<file path="config.mk">
export PLATFORM = sky130hd
export DESIGN_NAME = logic_shift_unit
export DESIGN_NICKNAME = d
export VERILOG_FILES = /design/src/rtl/logic_shift_unit.sv
export SDC_FILE = /design/constraint.sdc
export NUM_CORES = 1
export LEC_CHECK = 0
export ABC_AREA = 0
export ABC_CLOCK_PERIOD_IN_PS = 1600
export BUFFER_PORTS_ARGS = -buffer_cell sky130_fd_sc_hd__buf_4
export CAP_MARGIN = 40
export CORE_MARGIN = 2
export CORE_UTILIZATION = 28
export CTS_BUF_LIST = sky130_fd_sc_hd__clkbuf_8
export DETAILED_ROUTE_END_ITERATION = 8
export PLACE_DENSITY = 0.48
export RECOVER_POWER = 50
export SYNTH_ARGS = -nofsm -noshare
export SYNTH_HDL_FRONTEND = slang
export SYNTH_SLANG_ARGS = --single-unit
</file>
<file path="constraint.sdc">
create_clock -name clk -period 1.6 [get_ports clk]
set_clock_uncertainty 0.2 [all_clocks]
set_input_delay 0.08 -clock clk [delete_from_list [all_inputs] [get_ports clk]]
set_output_delay 0.08 -clock clk [all_outputs]
set_load 0.005 [all_outputs]
</file>
<file path="src/rtl/logic_shift_unit.sv">
// Bitwise logic and bit-serial shift/rotate unit with valid/ready handshakes on both sides.
// Rotate opcodes are built only when LOGIC_SHIFT_ROTATE_EN is defined; otherwise they flag illegal.
module logic_shift_unit #(
    parameter int unsigned WIDTH   = 8,
    parameter int unsigned SHAMT_W = $clog2(WIDTH)
) (
    input  logic               clk,
    input  logic               rst,
    input  logic               in_valid,
    output logic               in_ready,
    input  logic [WIDTH-1:0]   op1,
    input  logic [WIDTH-1:0]   op2,
    input  logic [2:0]         opsel,
    input  logic [SHAMT_W-1:0] shamt,
    input  logic               cin,
    output logic               out_valid,
    input  logic               out_ready,
    output logic [WIDTH-1:0]   result,
    output logic               cout,
    output logic               zero,
    output logic               illegal
);

    typedef enum logic [1:0] {
        StIdle,
        StShift,
        StDone
    } state_e;

    state_e             state_q;
    logic [WIDTH-1:0]   result_q;
    logic               cout_q;
    logic               illegal_q;
    logic               cin_q;
    logic [1:0]         shift_op_q;
    logic [SHAMT_W-1:0] cnt_q;

    logic [WIDTH-1:0]   logic_result;
    logic [WIDTH-1:0]   step_result;
    logic               step_cout;

    always_comb begin
        logic_result = '0;
        case (opsel[1:0])
            2'b00:   logic_result = op1 & op2;
            2'b01:   logic_result = op1 | op2;
            2'b10:   logic_result = op1 ^ op2;
            default: logic_result = ~op1;
        endcase
    end

    // One bit of shift/rotate per SHIFT cycle; cout tracks the bit leaving the word.
    always_comb begin
        step_result = result_q;
        step_cout   = cout_q;
        case (shift_op_q)
            2'b00: begin
                step_result = {result_q[WIDTH-2:0], cin_q};
                step_cout   = result_q[WIDTH-1];
            end
            2'b01: begin
                step_result = {cin_q, result_q[WIDTH-1:1]};
                step_cout   = result_q[0];
            end
`ifdef LOGIC_SHIFT_ROTATE_EN
            2'b10: begin
                step_result = {result_q[WIDTH-2:0], result_q[WIDTH-1]};
                step_cout   = result_q[WIDTH-1];
            end
            2'b11: begin
                step_result = {result_q[0], result_q[WIDTH-1:1]};
                step_cout   = result_q[0];
            end
`endif
            default: ;
        endcase
    end

    always_ff @(posedge clk or posedge rst) begin
        if (rst) begin
            state_q    <= StIdle;
            result_q   <= '0;
            cout_q     <= 1'b0;
            illegal_q  <= 1'b0;
            cin_q      <= 1'b0;
            shift_op_q <= 2'b00;
            cnt_q      <= '0;
        end else begin
            case (state_q)
                StIdle: begin
                    if (in_valid) begin
                        cout_q     <= 1'b0;
                        illegal_q  <= 1'b0;
                        cin_q      <= cin;
                        shift_op_q <= opsel[1:0];
                        if (!opsel[2]) begin
                            result_q <= logic_result;
                            state_q  <= StDone;
                        end
`ifndef LOGIC_SHIFT_ROTATE_EN
                        else if (opsel[1]) begin
                            result_q  <= '0;
                            illegal_q <= 1'b1;
                            state_q   <= StDone;
                        end
`endif
                        else begin
                            result_q <= op1;
                            cnt_q    <= shamt;
                            state_q  <= (shamt == '0) ? StDone : StShift;
                        end
                    end
                end
                StShift: begin
                    result_q <= step_result;
                    cout_q   <= step_cout;
                    cnt_q    <= cnt_q - SHAMT_W'(1);
                    if (cnt_q == SHAMT_W'(1)) begin
                        state_q <= StDone;
                    end
                end
                StDone: begin
                    if (out_ready) begin
                        state_q <= StIdle;
                    end
                end
                default: state_q <= StIdle;
            endcase
        end
    end

    assign in_ready  = (state_q == StIdle);
    assign out_valid = (state_q == StDone);
    assign result    = result_q;
    assign cout      = cout_q;
    assign illegal   = illegal_q;
    assign zero      = (result_q == '0);

endmodule

</file>
Word level (Yosys, flattened, before mapping)
Cells that the tools add are included.
{"block": "totals", "ff_bits": 18, "latchBits": 0, "ram_bits": 0, "mem_bits_ro": 0, "input_bits": 27, "output_inout_bits": 13, "word_cells": 56, "memories": 0}
{"block": "classes", "add_sub_neg": 1, "mul": 0, "div": 0, "order_cmp": 0, "eq_ne": 12, "n_shift": 0, "n_mux": 22, "bitwise": 4, "n_reduce_logical": 10}
{"cell": "one-hot mux 8 bit (2 select lines)", "n": 2}
{"cell": "2-to-1 mux 8 bit", "n": 3}
{"cell": "one-hot mux 8 bit (3 select lines)", "n": 1}
{"cell": "2-to-1 mux 2 bit", "n": 6}
{"cell": "2-to-1 mux 3 bit", "n": 3}
{"cell": "AND 8 bit", "n": 1}
{"cell": "zero test 8 bit", "n": 1}
{"cell": "NOT 8 bit", "n": 1}
{"cell": "bitwise OR 8 bit", "n": 1}
{"cell": "bitwise XOR 8 bit", "n": 1}
{"cell": "equality test 2 x 1 -> 1 bit (second input constant)", "n": 3}
{"cell": "zero test 2 bit", "n": 3}
{"cell": "inequality test 2 bit (second input constant)", "n": 3}
{"cell": "one-hot mux 2 bit (3 select lines)", "n": 1}
{"cell": "one-hot mux 3 bit (2 select lines)", "n": 1}
{"cell": "AND reduction 3 bit", "n": 2}
{"cell": "equality test 2 bit (second input constant)", "n": 2}
{"cell": "inequality test 2 x 1 -> 1 bit (second input constant)", "n": 2}
{"cell": "one-hot mux 1 bit (2 select lines)", "n": 2}
{"cell": "AND reduction 4 bit", "n": 1}
{"cell": "equality test 3 x 1 -> 1 bit (second input constant)", "n": 1}
{"cell": "zero test 3 bit", "n": 1}
{"cell": "2-to-1 mux 1 bit", "n": 3}
{"cell": "inequality test 3 x 1 -> 1 bit (second input constant)", "n": 1}
{"cell": "3 further kinds", "n": 3}

Longest topological paths before layout
Gate-level depths: netlist of run 1.
{"block": "logic_depth", "ltp_word": 6, "depth_mapped": 6, "ltp_nobuf": 6}

Worst setup path after synthesis of run 1
OpenSTA, ideal clock, no wires.
{"block": "synth_timing", "path_kind": "register to register", "from": "register state_q[1]", "to": "register cnt_q[2]", "setup_ps": 126, "arrival_time_ps": 1206, "t_required_ps": 1274, "setup_slack_ps": 68, "path_stages_with_launch": 5, "path_buffers": 0, "period_less_slack_ps": 1532, "path_cell_list": "dfrtp_1 nand2b_1 nor2_2 nand2_1 a311o_1"}
{"block": "synth_between", "elab_chain_cells": 3, "word_cells_on_any_way": 8, "cone_classes": "eq/ne: 4; mux: 1; reduce/logical: 3"}
{"item": "start: declaration", "line_no": "30", "rtl": "state_e state_q;"}
{"item": "start signal: assignment", "line_no": "81", "rtl": "state_q <= StIdle;"}
{"item": "start signal: assignment", "line_no": "98", "rtl": "state_q <= StDone;"}
{"item": "start signal: assignment", "line_no": "104", "rtl": "state_q <= StDone;"}
{"item": "zero test 2 bit or equality test 2 x 1 -> 1 bit (tied branches)", "line_no": "89", "rtl": "case (state_q)"}
{"item": "inequality test 2 x 1 -> 1 bit (no line), or another cell as far along"}
{"item": "AND reduction 4 bit (no line)"}
{"item": "end signal: assignment", "line_no": "109", "rtl": "cnt_q <= shamt;"}
{"item": "end signal: assignment", "line_no": "117", "rtl": "cnt_q <= cnt_q - SHAMT_W'(1);"}
{"item": "end: declaration", "line_no": "36", "rtl": "logic [SHAMT_W-1:0] cnt_q;"}
Several ways; a longest one is shown, not always the timed one.
A chain may end at the register's enable or synchronous reset.

Final worst setup path of run 1
{"block": "layout_timing", "from": "register result_q[7] (netlist: result[7])", "to": "output zero"}
{"block": "layout_between", "elab_chain_cells": 1}
{"item": "start: declaration", "line_no": "31", "rtl": "logic [WIDTH-1:0] result_q;"}
{"item": "start signal: assignment", "line_no": "97", "rtl": "result_q <= logic_result;"}
{"item": "start signal: assignment", "line_no": "108", "rtl": "result_q <= op1;"}
{"item": "start signal: assignment", "line_no": "115", "rtl": "result_q <= step_result;"}
{"item": "zero test 8 bit", "line_no": "137", "rtl": "assign zero = (result_q == '0);"}
{"item": "end: declaration", "line_no": "20", "rtl": "output logic zero,"}
No other way between the ends.

==> results of run 1 <==
worst max-delay path: cells and delay by family, from the launching register on:
| family | cells | cell delay [ps] |
|---|---|---|
| DFF | 1 | 390 |
| buffers and inverters | 1 | 130 |
| and+or+nand+nor | 2 | 650 |
area by class of cell:
| class | count | area [sq um] |
|---|---|---|
| clock buffer | 4 | 55.05 |
| fill | 574 | 3214 |
| inverter | 23 | 86.33 |
| multi-input combinational | 131 | 1100 |
| sequential | 18 | 452.9 |
| tap | 72 | 90.09 |
| timing repair buffer | 69 | 575.6 |
state kept, by name, indices dropped and copies added, names as in the netlist:
register and count:
result 8, cnt_q 3, shift_op_q 2, state_q 2, cin_q 1, cout 1
illegal 1
power groups by stage:
stage	combinational (uW)	clock, uW	sequential, uW
after floorplan	876	0	888
after global placement	1660	0	862
after detailed placement	1660	0	870
after CTS	1730	401	856
after global routing	2110	415	901
final	1900	390	867
per-layer routing:
metal,global-route usage,part of all wire,vias to the layer above,wire length [um]
li1,-,-,771,-
met1,0.1849,0.50,681,2060
met2,0.2267,0.45,45,1857
met3,0.01573,0.042,5,176
met4,0.05085,0.012,0,50
met5,0,0,-,0
through the flow:
step           instances  power [uW]    util
6_report             317        3155  0.4233
5_1_grt              317        3430  0.4233
4_1_cts              315        2990  0.4067
3_5_place_dp         300        2535  0.3762
3_3_place_gp         300        2527  0.3762
2_1_floorplan        181        1765       -
worst max-delay path by stage:
stage               start   endpoint  slack (ps)  cells past startpoint
6_report        result[7]       zero        -100                      3
5_1_grt         result[4]       zero        -170                      3
4_1_cts         result[7]       zero        -110                      3
3_5_place_dp   state_q[1]   cnt_q[2]         -50                      4
3_3_place_gp   state_q[0]  result[7]         -30                      5
2_1_floorplan  state_q[1]   cnt_q[2]          70                      4
synthesized netlist by cell type (5+ instances only):
| cell | instances |
|---|---|
| o21ai_0 | 9 |
| nand2b_1 | 10 |
| nor2_1 | 6 |
| buf_4 | 5 |
| ha_1 | 18 |
| dfrtp_1 | 18 |
| a221o_1 | 5 |
| nor3_1 | 7 |
| o22a_1 | 7 |
| a22o_1 | 5 |
| inv_1 | 23 |
| a21oi_1 | 9 |
| nor2b_1 | 10 |
| mux2i_1 | 18 |
timing repair:
action                                  4_1_cts  5_1_grt
gates resized for setup                       3       14
cloned                                        0        1
setup buffers                                 2        1
endpoints found under the setup margin        7       13
pin swaps                                     0        5
hold endpoints to repair                     25        0
hold buffers                                  9        0
kinds of logic (layout without fill, tap and decap cells):
logic type	after synthesis	in the layout	synth area share
AOI/OAI and AO/OA	46	46	0.2018
and+or+nand+nor	45	45	0.1567
buffers and inverters	32	96	0.09098
muxes	22	22	0.1376
adders and majority gates	18	18	0.1376
DFF	18	18	0.2752
==> impl_metrics.ini, run 1 <==
[run_status]
outcome = finished with violations
violations = setup timing

[worst_setup_path]
r2r-end = result[3]
crit_chain = or4_1 > nor2_1 > buf_4
worstRegToRegCells = 6
r2r-start = state_q[0]
critPathKind = flip-flop to output pin
required_ps = 1320
cp_max_fo = 2
setup.worst_path.start_class = flip-flop
cp.arrival_ps = 1420
worstSetupEndpointType = output pin
cp_slowest_cell = or4_1
critPathMaxStageDelay_ps = 530
reg2reg_setup_slack_ps = 70

[detailed_routing]
drc = 0
routed_wl_um = 4144
drt-pass1-iter-count = 4
drtIter0Drc = 50
viasPerCell = 4.738
num_vias = 1502
postRouteAntennaNets = 0
wl_per_cell_um = 13.07

[place]
dp_hpwl_um = 3115
dpl_cell_area_sq_um = 2097
gp_congestion = 0.7126
place_ws_ps = -47.87
portBuffers = 39

[hold_path]
holdPathEnd = result[7]
holdPathStages = 3
hp-class = input pin to flip-flop
holdCritStartpoint = opsel[0]

[finish]
area_delta_synth_final_pct = 44.19
final_cell_mix = 50 x buf_4, 23 x inv_1, 18 x mux2i_1, 18 x ha_1, 16 x dfrtp_1
final_nets = 291
final_common_cell = buf_4
final_cell_area_sq_um = 2360
drive_above_1_share = 0.3347
antenna_cells = 0

[global_routing]
grt_first_pass_wirelength_um = 6913
overflow = 0
track_usage = 0.1379
grt_pass1_vias = 1506
grt_antenna_before_repair = 0
grt_max_degree = 30

[synthesis]
async_flop_share = 1.000
synth-seq-cells = 18
synth_edf_count = 0
syn_avg_cell_area_sq_um = 9.042
ys.warnings.count = 0
ys_seq_area_frac = 0.2752
ys_types = 34
synth_top_area_frac = 0.2752
synth_area_leader_cell = dfrtp_1
synthCells = 181
synth.area.top_cells = dfrtp_1 28%, ha_1 14%, mux2i_1 11%, inv_1 5.3%, nand2b_1 3.8%
syn_nets = 226
synth_flop_cell = dfrtp_1
synth_area_sq_um = 1637

[clocking]
cts.sinks = 18
cts_root_buf = clkbuf_8
cts_buffer_depth = 2
cts_buffers = 3
cts-htree-levels = 1
clkLatencyLatePin_ps = 260
cts_tree = built
path_clk_slew_ps = 70

[sta]
relSlewSlack = 0.6794
setup_ws_ps = -104.3
worst_pin_slew_ps = 480.9
finalCritPeriodShare = 1.065
period_minus_slack_ps = 1704
clock.fmax_mhz = 586.7
hold_slack_ps = 10.07
setup-tns-final_ps = -104.3
finalMaxSlewViolations = 0
rsz0062_at_grt = true
finalHoldViolations = 0
setup_viol_count_final = 1

[power_and_ir_drop]
cell_internal_pwr_uw = 2008
ir_drop_mv = 0.4781
powerDensity_nw_per_um2 = 1337
clkPwrFrac = 0.124
share_seq_of_total_power = 0.275
comb_power_share = 0.602
p_sw_uw = 1146
swShare = 0.3634
p_leak_uw = 0.001124

[flow_run]
maxCapViolCount = 0

[die]
start_util = 0.2936
core_sq_um = 5574
fp-row-count = 27
die_w_um = 80.45
chipHeight_um = 80.45
dieArea_sq_um = 6472
ios = 40
Power figures use the tool's default switching activity.
==> inputs of run 2 (changes only) <==
REMOVE_ABC_BUFFERS = 1   (was not set)
==> impl_metrics.ini, run 2 (synthesized netlist as in run 1, its figures left out) <==
[die]
dieArea_sq_um = 6472
die_w_um = 80.45
start_util = 0.2936
core_sq_um = 5574
chipHeight_um = 80.45
ios = 40
fp-row-count = 27

[finish]
final_nets = 298
area_delta_synth_final_pct = 43.27
largest_reg_flops = 8
final_common_cell = buf_4
antenna_cells = 0
nFillCells = 604
drive_above_1_share = 0.3386
final_cell_mix = 61 x buf_4, 23 x inv_1, 18 x mux2i_1, 18 x ha_1, 17 x dfrtp_1

[sta]
setup_ws_ps = -97.60
worst_pin_slew_ps = 491.4
period_minus_slack_ps = 1698
relSlewSlack = 0.6724
setup_viol_count_final = 1
hold_slack_ps = 21.01
finalMaxSlewViolations = 0
finalCritPeriodShare = 1.061
clock.fmax_mhz = 589.1
rsz0062_at_grt = true
finalHoldViolations = 0

[clocking]
cts-htree-levels = 1
cts.sinks = 18
cts_buffer_depth = 2
cts_root_buf = clkbuf_8
cts_tree = built
cts_buffers = 3
path_clk_slew_ps = 70
clkLatencyLatePin_ps = 250

[power_and_ir_drop]
ir_drop_mv = 0.5221
powerDensity_nw_per_um2 = 1312
p_leak_uw = 0.001129

[worst_setup_path]
worstSetupStartpoint = result[7]
worstSetupEndpointType = output pin
setup.worst_path.start_class = flip-flop
cp_max_fo = 2
cp.arrival_ps = 1420
critPathKind = flip-flop to output pin
worstRegToRegCells = 4
r2r-start = state_q[1]
required_ps = 1320
crit_path_end = zero
r2r-end = cnt_q[2]
reg2reg_setup_slack_ps = 30

[place]
portBuffers = 39
dp_hpwl_um = 3126
place_ws_ps = 5.838
gp_congestion = 0.7059

[detailed_routing]
drc = 0
postRouteAntennaNets = 0
drt-pass1-iter-count = 4
wl_per_cell_um = 12.99
routed_wl_um = 4195
drtIter0Drc = 71
num_vias = 1528
viasPerCell = 4.731

[global_routing]
top_usage_layer = met2
overflow = 0
grt_antenna_before_repair = 0
grt_first_pass_wirelength_um = 6720
track_usage = 0.1319
gr-usage-met2 = 0.2050
grt_pass1_vias = 1370
grt_max_degree = 30
use_met3 = 0.01461
use_met1 = 0.1922

[flow_run]
maxCapViolCount = 0

[hold_path]
hp-class = input pin to flip-flop

[run_status]
outcome = finished with violations
violations = setup timing
run 2: changes by cell type in the layout (fill, tap and decap cells not counted), sizes merged:
| cell | delta |
|---|---|
| buf | +10 |
| clkbuf | -4 |
run 2: worst max-delay path: stages, from the launching register on:
cell     delay, ps
dfrtp_1        390
or4_4          550
nor2_4         130
buf_6          100
run 2: routing by layer:
metal,vias to the layer above,part of all wire
met2,37,0.48
met1,699,0.47
met5,-,0
li1,786,-
met4,0,0.011
met3,6,0.043
run 2: stage by stage:
stage | total power (uW) | cell area (sq um) | setup TNS, ps | utilization | std cells
after detailed placement | 2598 | 2130 | 0 | 0.3820 | 306
after global routing | 3334 | 2345 | -208.8 | 0.4207 | 323
after floorplan | 1698 | 1574 | -1068 | - | 172
after CTS | 2947 | 2262 | -112.8 | 0.4058 | 318
final | 3076 | 2345 | -97.60 | 0.4207 | 323
after global placement | 2605 | 2130 | 0 | 0.3820 | 306
run 2: report_power, final:
part | switching, uW | leakage [uW] | internal (uW)
combinational | 823 | 0.000896 | 1090
sequential | 161 | 0.000212 | 683
clock | 156 | 0.0000216 | 167
run 2: layout make-up:
cell class / count / area, sq um / share of cell area
Multi-Input combinational cell: 131 / 1077 / 0.4594
Clock buffer: 3 / 41.29 / 0.01761
Inverter: 23 / 86.33 / 0.03682
Timing Repair Buffer: 76 / 598.1 / 0.2551
Tap cell: 72 / 90.09 / 0.03842
Sequential cell: 18 / 451.7 / 0.1926
run 2: what timing repair did:
action / in CTS / in global routing
hold buffers: 9 / 0
gates resized for setup: 1 / 15
endpoints found under the hold margin: 25 / 0
endpoints found under the setup margin: 3 / 9
gates cloned: 0 / 1
pin swaps: 0 / 3
buffers inserted: 0 / 4
run 2: worst min path at each step:
| stage | endpoint | cells past startpoint | slack, ps | startpoint |
|---|---|---|---|---|
| 6_report | result[1] | 3 | 20 | opsel[0] |
| 5_1_grt | result[7] | 3 | 30 | opsel[0] |
| 4_1_cts | result[0] | 3 | 20 | opsel[0] |
| 3_5_place_dp | result[6] | 3 | -70 | rst |
| 3_3_place_gp | result[6] | 3 | -70 | rst |
| 2_1_floorplan | cin_q | 1 | -180 | rst |
